===== config.mk =====
export PLATFORM = sky130hd
export DESIGN_NAME = net_param_loader
export DESIGN_NICKNAME = d
export VERILOG_FILES = /design/src/rtl/net_pkg.sv /design/src/rtl/param_gap_timer.sv /design/src/rtl/net_param_loader.sv
export SDC_FILE = /design/constraint.sdc
export NUM_CORES = 1
export LEC_CHECK = 0
export ABC_AREA = 0
export BUFFER_PORTS_ARGS = -buffer_cell sky130_fd_sc_hd__buf_2
export CAP_MARGIN = 20
export CELL_PAD_IN_SITES_DETAIL_PLACEMENT = 1
export CELL_PAD_IN_SITES_GLOBAL_PLACEMENT = 2
export CORE_MARGIN = 2
export CORE_UTILIZATION = 36
export CTS_CLUSTER_SIZE = 25
export DETAILED_ROUTE_END_ITERATION = 12
export PLACE_DENSITY_LB_ADDON = 0.1
export SYNTH_ARGS = -nofsm -noshare
export SYNTH_HDL_FRONTEND = slang
export SYNTH_HIERARCHICAL = 1
export SYNTH_SLANG_ARGS = --single-unit

===== constraint.sdc =====
create_clock -name clk -period 3.2 [get_ports clk]
set_clock_uncertainty 0.2 [all_clocks]
set_input_delay 0.16 -clock clk [delete_from_list [all_inputs] [get_ports clk]]
set_output_delay 0.16 -clock clk [all_outputs]
set_load 0.005 [all_outputs]

===== src/rtl/net_pkg.sv =====
// Shared definitions for the 2-3 neuron net and its parameter loader:
// loader FSM states, frame constants and parameter slot indices.
package net_pkg;

  localparam int unsigned NET_DATA_W  = 8;
  localparam int unsigned NET_N_PARAM = 9;
  localparam logic [7:0]  NET_HDR     = 8'hA5;

  // Slot order of the payload, identical to the order on the wire.
  localparam int unsigned IDX_W1 = 0;
  localparam int unsigned IDX_W2 = 1;
  localparam int unsigned IDX_W3 = 2;
  localparam int unsigned IDX_W4 = 3;
  localparam int unsigned IDX_W5 = 4;
  localparam int unsigned IDX_W6 = 5;
  localparam int unsigned IDX_B1 = 6;
  localparam int unsigned IDX_B2 = 7;
  localparam int unsigned IDX_B3 = 8;

  typedef enum logic [1:0] {
    ST_IDLE,
    ST_PAYLOAD,
    ST_CHECK,
    ST_COMMIT
  } net_state_e;

endpackage


===== src/rtl/param_gap_timer.sv =====
// Inter-byte gap timer for the parameter loader. Counts idle cycles and
// flags the cycle whose closing edge would bring the count to TIMEOUT-1.
module param_gap_timer #(
  parameter int unsigned TIMEOUT = 1000
) (
  input  logic clk,
  input  logic reset_p,
  input  logic clear_i,
  input  logic count_i,
  output logic expired_o
);

  localparam logic [15:0] LIMIT = 16'(TIMEOUT - 2);

  logic [15:0] cnt_q;

  // Gap counter: cleared on demand, otherwise advances while counting is enabled.
  always_ff @(posedge clk) begin
    if (reset_p || clear_i) begin
      cnt_q <= '0;
    end else if (count_i) begin
      cnt_q <= cnt_q + 16'd1;
    end
  end

  // Fires on the edge at which the count would reach TIMEOUT-1; the owner
  // clears the counter on that same edge, so it never wraps.
  assign expired_o = count_i && (cnt_q == LIMIT);

endmodule


===== src/rtl/net_param_loader.sv =====
// Byte-stream loader for the net's weights and biases. A frame is a header,
// nine payload bytes and an XOR checksum; all nine values are committed to
// the active bank together so the net never sees a mixed parameter set.
module net_param_loader
  import net_pkg::*;
#(
  parameter int unsigned DATA_W  = NET_DATA_W,
  parameter int unsigned N_PARAM = NET_N_PARAM,
  parameter logic [DATA_W-1:0] HDR = NET_HDR,
  parameter int unsigned TIMEOUT = 1000
) (
  input  logic                     clk,
  input  logic                     reset_p,
  input  logic [DATA_W-1:0]        in_data,
  input  logic                     in_valid,
  output logic                     in_ready,
  output logic signed [DATA_W-1:0] w1,
  output logic signed [DATA_W-1:0] w2,
  output logic signed [DATA_W-1:0] w3,
  output logic signed [DATA_W-1:0] w4,
  output logic signed [DATA_W-1:0] w5,
  output logic signed [DATA_W-1:0] w6,
  output logic signed [DATA_W-1:0] bias1,
  output logic signed [DATA_W-1:0] bias2,
  output logic signed [DATA_W-1:0] bias3,
  output logic                     params_valid,
  output logic                     commit_pulse,
  output logic                     err_checksum,
  output logic                     err_timeout,
  output logic                     busy
);

  localparam int unsigned IDX_BITS = $clog2(N_PARAM);
  localparam logic [IDX_BITS-1:0] LAST_IDX = IDX_BITS'(N_PARAM - 1);

  net_state_e          state_q;
  logic [IDX_BITS-1:0] idx_q;
  logic [DATA_W-1:0]   xor_q;
  logic [DATA_W-1:0]   shadow_q [N_PARAM];
  logic [DATA_W-1:0]   active_q [N_PARAM];
  logic                pvalid_q;
  logic                commit_q;
  logic                errc_q;
  logic                errt_q;

  logic accept;
  logic in_frame;
  logic gap_expired;

  assign in_ready = (state_q != ST_COMMIT);
  assign busy     = (state_q != ST_IDLE);
  assign accept   = in_valid && in_ready;
  assign in_frame = (state_q == ST_PAYLOAD) || (state_q == ST_CHECK);

  // An accepted byte in the expiry cycle suppresses the timeout because
  // counting is disabled whenever a byte transfers.
  param_gap_timer #(
    .TIMEOUT(TIMEOUT)
  ) u_gap_timer (
    .clk      (clk),
    .reset_p  (reset_p),
    .clear_i  (!in_frame || accept || gap_expired),
    .count_i  (in_frame && !accept),
    .expired_o(gap_expired)
  );

  // Frame FSM with shadow/active banks and registered status pulses.
  always_ff @(posedge clk) begin
    if (reset_p) begin
      state_q  <= ST_IDLE;
      idx_q    <= '0;
      xor_q    <= '0;
      pvalid_q <= 1'b0;
      commit_q <= 1'b0;
      errc_q   <= 1'b0;
      errt_q   <= 1'b0;
      for (int unsigned i = 0; i < N_PARAM; i++) begin
        shadow_q[i] <= '0;
        active_q[i] <= '0;
      end
    end else begin
      commit_q <= 1'b0;
      errc_q   <= 1'b0;
      errt_q   <= 1'b0;
      unique case (state_q)
        ST_IDLE: begin
          if (accept && (in_data == HDR)) begin
            state_q <= ST_PAYLOAD;
            idx_q   <= '0;
            xor_q   <= '0;
          end
        end
        ST_PAYLOAD: begin
          if (accept) begin
            shadow_q[idx_q] <= in_data;
            xor_q           <= xor_q ^ in_data;
            idx_q           <= idx_q + 1'b1;
            if (idx_q == LAST_IDX) begin
              state_q <= ST_CHECK;
            end
          end else if (gap_expired) begin
            errt_q  <= 1'b1;
            state_q <= ST_IDLE;
          end
        end
        ST_CHECK: begin
          if (accept) begin
            if (in_data == xor_q) begin
              state_q <= ST_COMMIT;
            end else begin
              errc_q  <= 1'b1;
              state_q <= ST_IDLE;
            end
          end else if (gap_expired) begin
            errt_q  <= 1'b1;
            state_q <= ST_IDLE;
          end
        end
        ST_COMMIT: begin
          active_q <= shadow_q;
          pvalid_q <= 1'b1;
          commit_q <= 1'b1;
          state_q  <= ST_IDLE;
        end
        default: state_q <= ST_IDLE;
      endcase
    end
  end

  assign w1    = active_q[IDX_W1];
  assign w2    = active_q[IDX_W2];
  assign w3    = active_q[IDX_W3];
  assign w4    = active_q[IDX_W4];
  assign w5    = active_q[IDX_W5];
  assign w6    = active_q[IDX_W6];
  assign bias1 = active_q[IDX_B1];
  assign bias2 = active_q[IDX_B2];
  assign bias3 = active_q[IDX_B3];

  assign params_valid = pvalid_q;
  assign commit_pulse = commit_q;
  assign err_checksum = errc_q;
  assign err_timeout  = errt_q;

endmodule

==> impl_metrics.csv <==
group,metric,value,unit
floorplanning,die-area,20900,µm²
setup_path,crit_path_end,"shadow_q[25]$_SDFFE_PP0P_",
layout,fin_util,0.428,
placement,gp_congestion,0.771,
setup_path,reg2reg_from,"state_q[1]$_SDFFE_PP0P_",
floorplanning,placementRows,51,
clock_tree,clockRootBuffer,"clkbuf_16",
layout,instances_no_fill,1120,
clock_tree,ctsLongestPathBuffers,2,
timing,post-route-min-period,2.72,ns
setup_path,timing.rr.end,"shadow_q[25]$_SDFFE_PP0P_",
layout,nNetsFinal,864,
yosys,synthMuxAreaShare,0.118,
yosys,synthTopCellsByCount,"dfxtp_1, nor2_1, mux2i_1, a21oi_1, nand2_1",
timing,rsz0062_at_grt,"no",
yosys,syn_nets,797,
power_and_ir_drop,power,4350,µW
global_routing,grt.total_usage,0.184,
floorplanning,die_h,145,µm
clock_tree,cts_tree,"yes",
yosys,synthAdderAreaFrac,0.0194,
yosys,synth_edf_count,0,
floorplanning,coreArea,19400,µm²
timing,finalCritPeriodShare,0.851,
clock_tree,cts_buffers,17,
timing,tns,0,ns
yosys,ys_ff_latch,178,
routing,wirelength,18.5,mm
timing,worstMarginPinSlew,0.762,ns
routing,wl_per_cell,16.5,µm
setup_path,reg2reg_depth,8,
setup_path,path_class,"reg2reg",
placement,portBuffers,88,
hold_path,hold_path.startpoint,"in_data[1]",
power_and_ir_drop,vdd_drop_max,362,µV
setup_path,cp.arrival,2.81,ns
yosys,synth.area.top_cells,"dfxtp_1, mux2i_1, nor2_1",
routing,ant_nets,0,
routing,vias,5625,
setup_path,cp-end-kind,"register",
clock_tree,numClockSinks,178,
yosys,synth-async-reset-ratio,0,
clock_tree,ctsResizeCount,0,
hold_path,hp-class,"in2reg",
yosys,synth_compound_area_frac,0.0877,
routing,drt_pass1_iterations,4,
global_routing,grt_pass1_wl,29.8,mm
placement,placedCellCount,1081,
setup_path,required,3.29,ns
layout,drive_gt1_frac,0.164,
clock_tree,post_cts_buffers,0,
floorplanning,start_util,0.366,
yosys,synth_top_family_by_area,"simple AND/OR/NAND/NOR gates",
floorplanning,ios,89,
global_routing,antenna_found_initial,0,
clock_tree,htreeDepth,4,
clock_tree,cts_hold_buf,7,
yosys,yosysWarnings,6,
timing,maxSlewHeadroom,0.492,
yosys,synth_top_cell_area_share,0.501,
yosys,ys_seq_area_frac,0.501,
routing,drtIter0Drc,246,
layout,antenna_cells,0,
timing,slew_violations,0,
floorplanning,die_w,145,µm
routing,vias_per_cell,5.02,
power_and_ir_drop,p_leak,0.00302,µW
timing,setup_viol,0,
timing,hold_slack,0.0120,ns
setup_path,critPathLaunch,"state_q[1]$_SDFFE_PP0P_",
yosys,ys.flop_type,"dfxtp_1",
job,maxCapViolCount,0,
power_and_ir_drop,power_density,523,nW/µm²
yosys,synth-xor-area-share,0.0185,
global_routing,first_global_vias,5623,
setup_path,start_kind,"register",
yosys,avgSynthCellArea,9.17,µm²
setup_path,r2r_slack,0.48,ns
yosys,syn_inst,775,
yosys,yosysMostFrequentCell,"dfxtp_1",
yosys,synth_area,7110,µm²
global_routing,grt_max_degree,78,
yosys,synth_cell_types,49,
layout,syn2layout_area_growth,16.9,%
yosys,synth_top_cell_by_area,"dfxtp_1",
timing,hold_viol,0,
clock_tree,clock_latency,0.43,ns
routing,drc,0,
clock_tree,cts.clk_slew.worst_paths,0.07,ns
global_routing,gr-total-overflow,0,
placement,hpwl,12.1,mm
yosys,synth-simple-area-share,0.203,
setup_path,path_max_fanout,36,
timing,max_freq,367,MHz
status,status,"complete, no violations",
==> final cells by class <==
class	count	area [µm²]
clock buffer	19	443
clock inverter	13	101
fill	2257	11100
inverter	19	71.3
multi-input combinational	521	3190
sequential	178	3560
tap	265	332
timing repair buffer	105	613
==> per-stage QoR <==
step | area, µm² | setup slack, ns
after floorplan | 7110 | 0.883
after global placement | 7690 | 0.640
after detailed placement | 7690 | 0.496
after CTS | 8310 | 0.481
after global routing | 8310 | 0.267
final | 8310 | 0.477
==> cell families after synthesis <==
kind of cell | count (synthesis)
AND/OR/NAND/NOR | 305
AO/OA/AOI/OAI | 109
multiplexers | 84
flip-flops | 178
buffers and inverters | 76
adder cells (fa/ha/maj) | 11
XOR/XNOR | 12
==> where the power goes <==
part           total [µW]  switching [µW]  internal, µW  leakage [µW]
sequential           2230            6.01          2220       0.00143
clock                1950             925          1030      0.000263
combinational         165             118          46.7       0.00132
==> how the worst min path moves through the flow <==
stage                                                    end  slack (ns)  depth (start not counted)
after floorplan           u_gap_timer/cnt_q[15]$_SDFFE_PP0P_        0.14                          2
after global placement             shadow_q[62]$_SDFFE_PP0P_        0.25                          2
after detailed placement           shadow_q[56]$_SDFFE_PP0P_        0.25                          2
after CTS                          shadow_q[49]$_SDFFE_PP0P_        0.01                          3
after global routing               shadow_q[49]$_SDFFE_PP0P_        0.01                          3
final                              shadow_q[49]$_SDFFE_PP0P_        0.01                          3
==> critical path: stages, from the launching register on <==
cell,delay (ns)
dfxtp_1,0.35
inv_1,0.16
ha_1,0.60
nand3b_4,0.20
nor3b_4,0.21
buf_4,0.35
nand2_1,0.27
nand2_1,0.16
a21oi_1,0.07
==> registers in the layout, indices dropped and copies added (netlist names) <==
name	count
w5	8
w4	8
idx_q	4
bias3	8
w1	8
err_checksum	1
params_valid	1
bias1	8
commit_pulse	1
state_q	2
w2	8
bias2	8
err_timeout	1
shadow_q	72
w3	8
u_gap_timer/cnt_q	16
w6	8
xor_q	8
==> cells in the final DEF, fill, tap and decap left out, types with 10 or more instances in the layout <==
cell type  count
buf_2         87
ha_1          10
nor2_1       110
nand2_1       72
a21oi_1       82
mux2i_1       84
nand3_1       63
nand2b_1      11
inv_1         19
clkbuf_16     17
dfxtp_1      178
==> per-layer routing <==
layer,track usage,wire [µm],vias up
met5,0,0,-
met4,0.0475,208,0
met3,0.0371,537,16
met2,0.306,8850,85
met1,0.243,8880,2736
li1,-,-,2788
No activity file was read; power rests on OpenSTA's default activity.
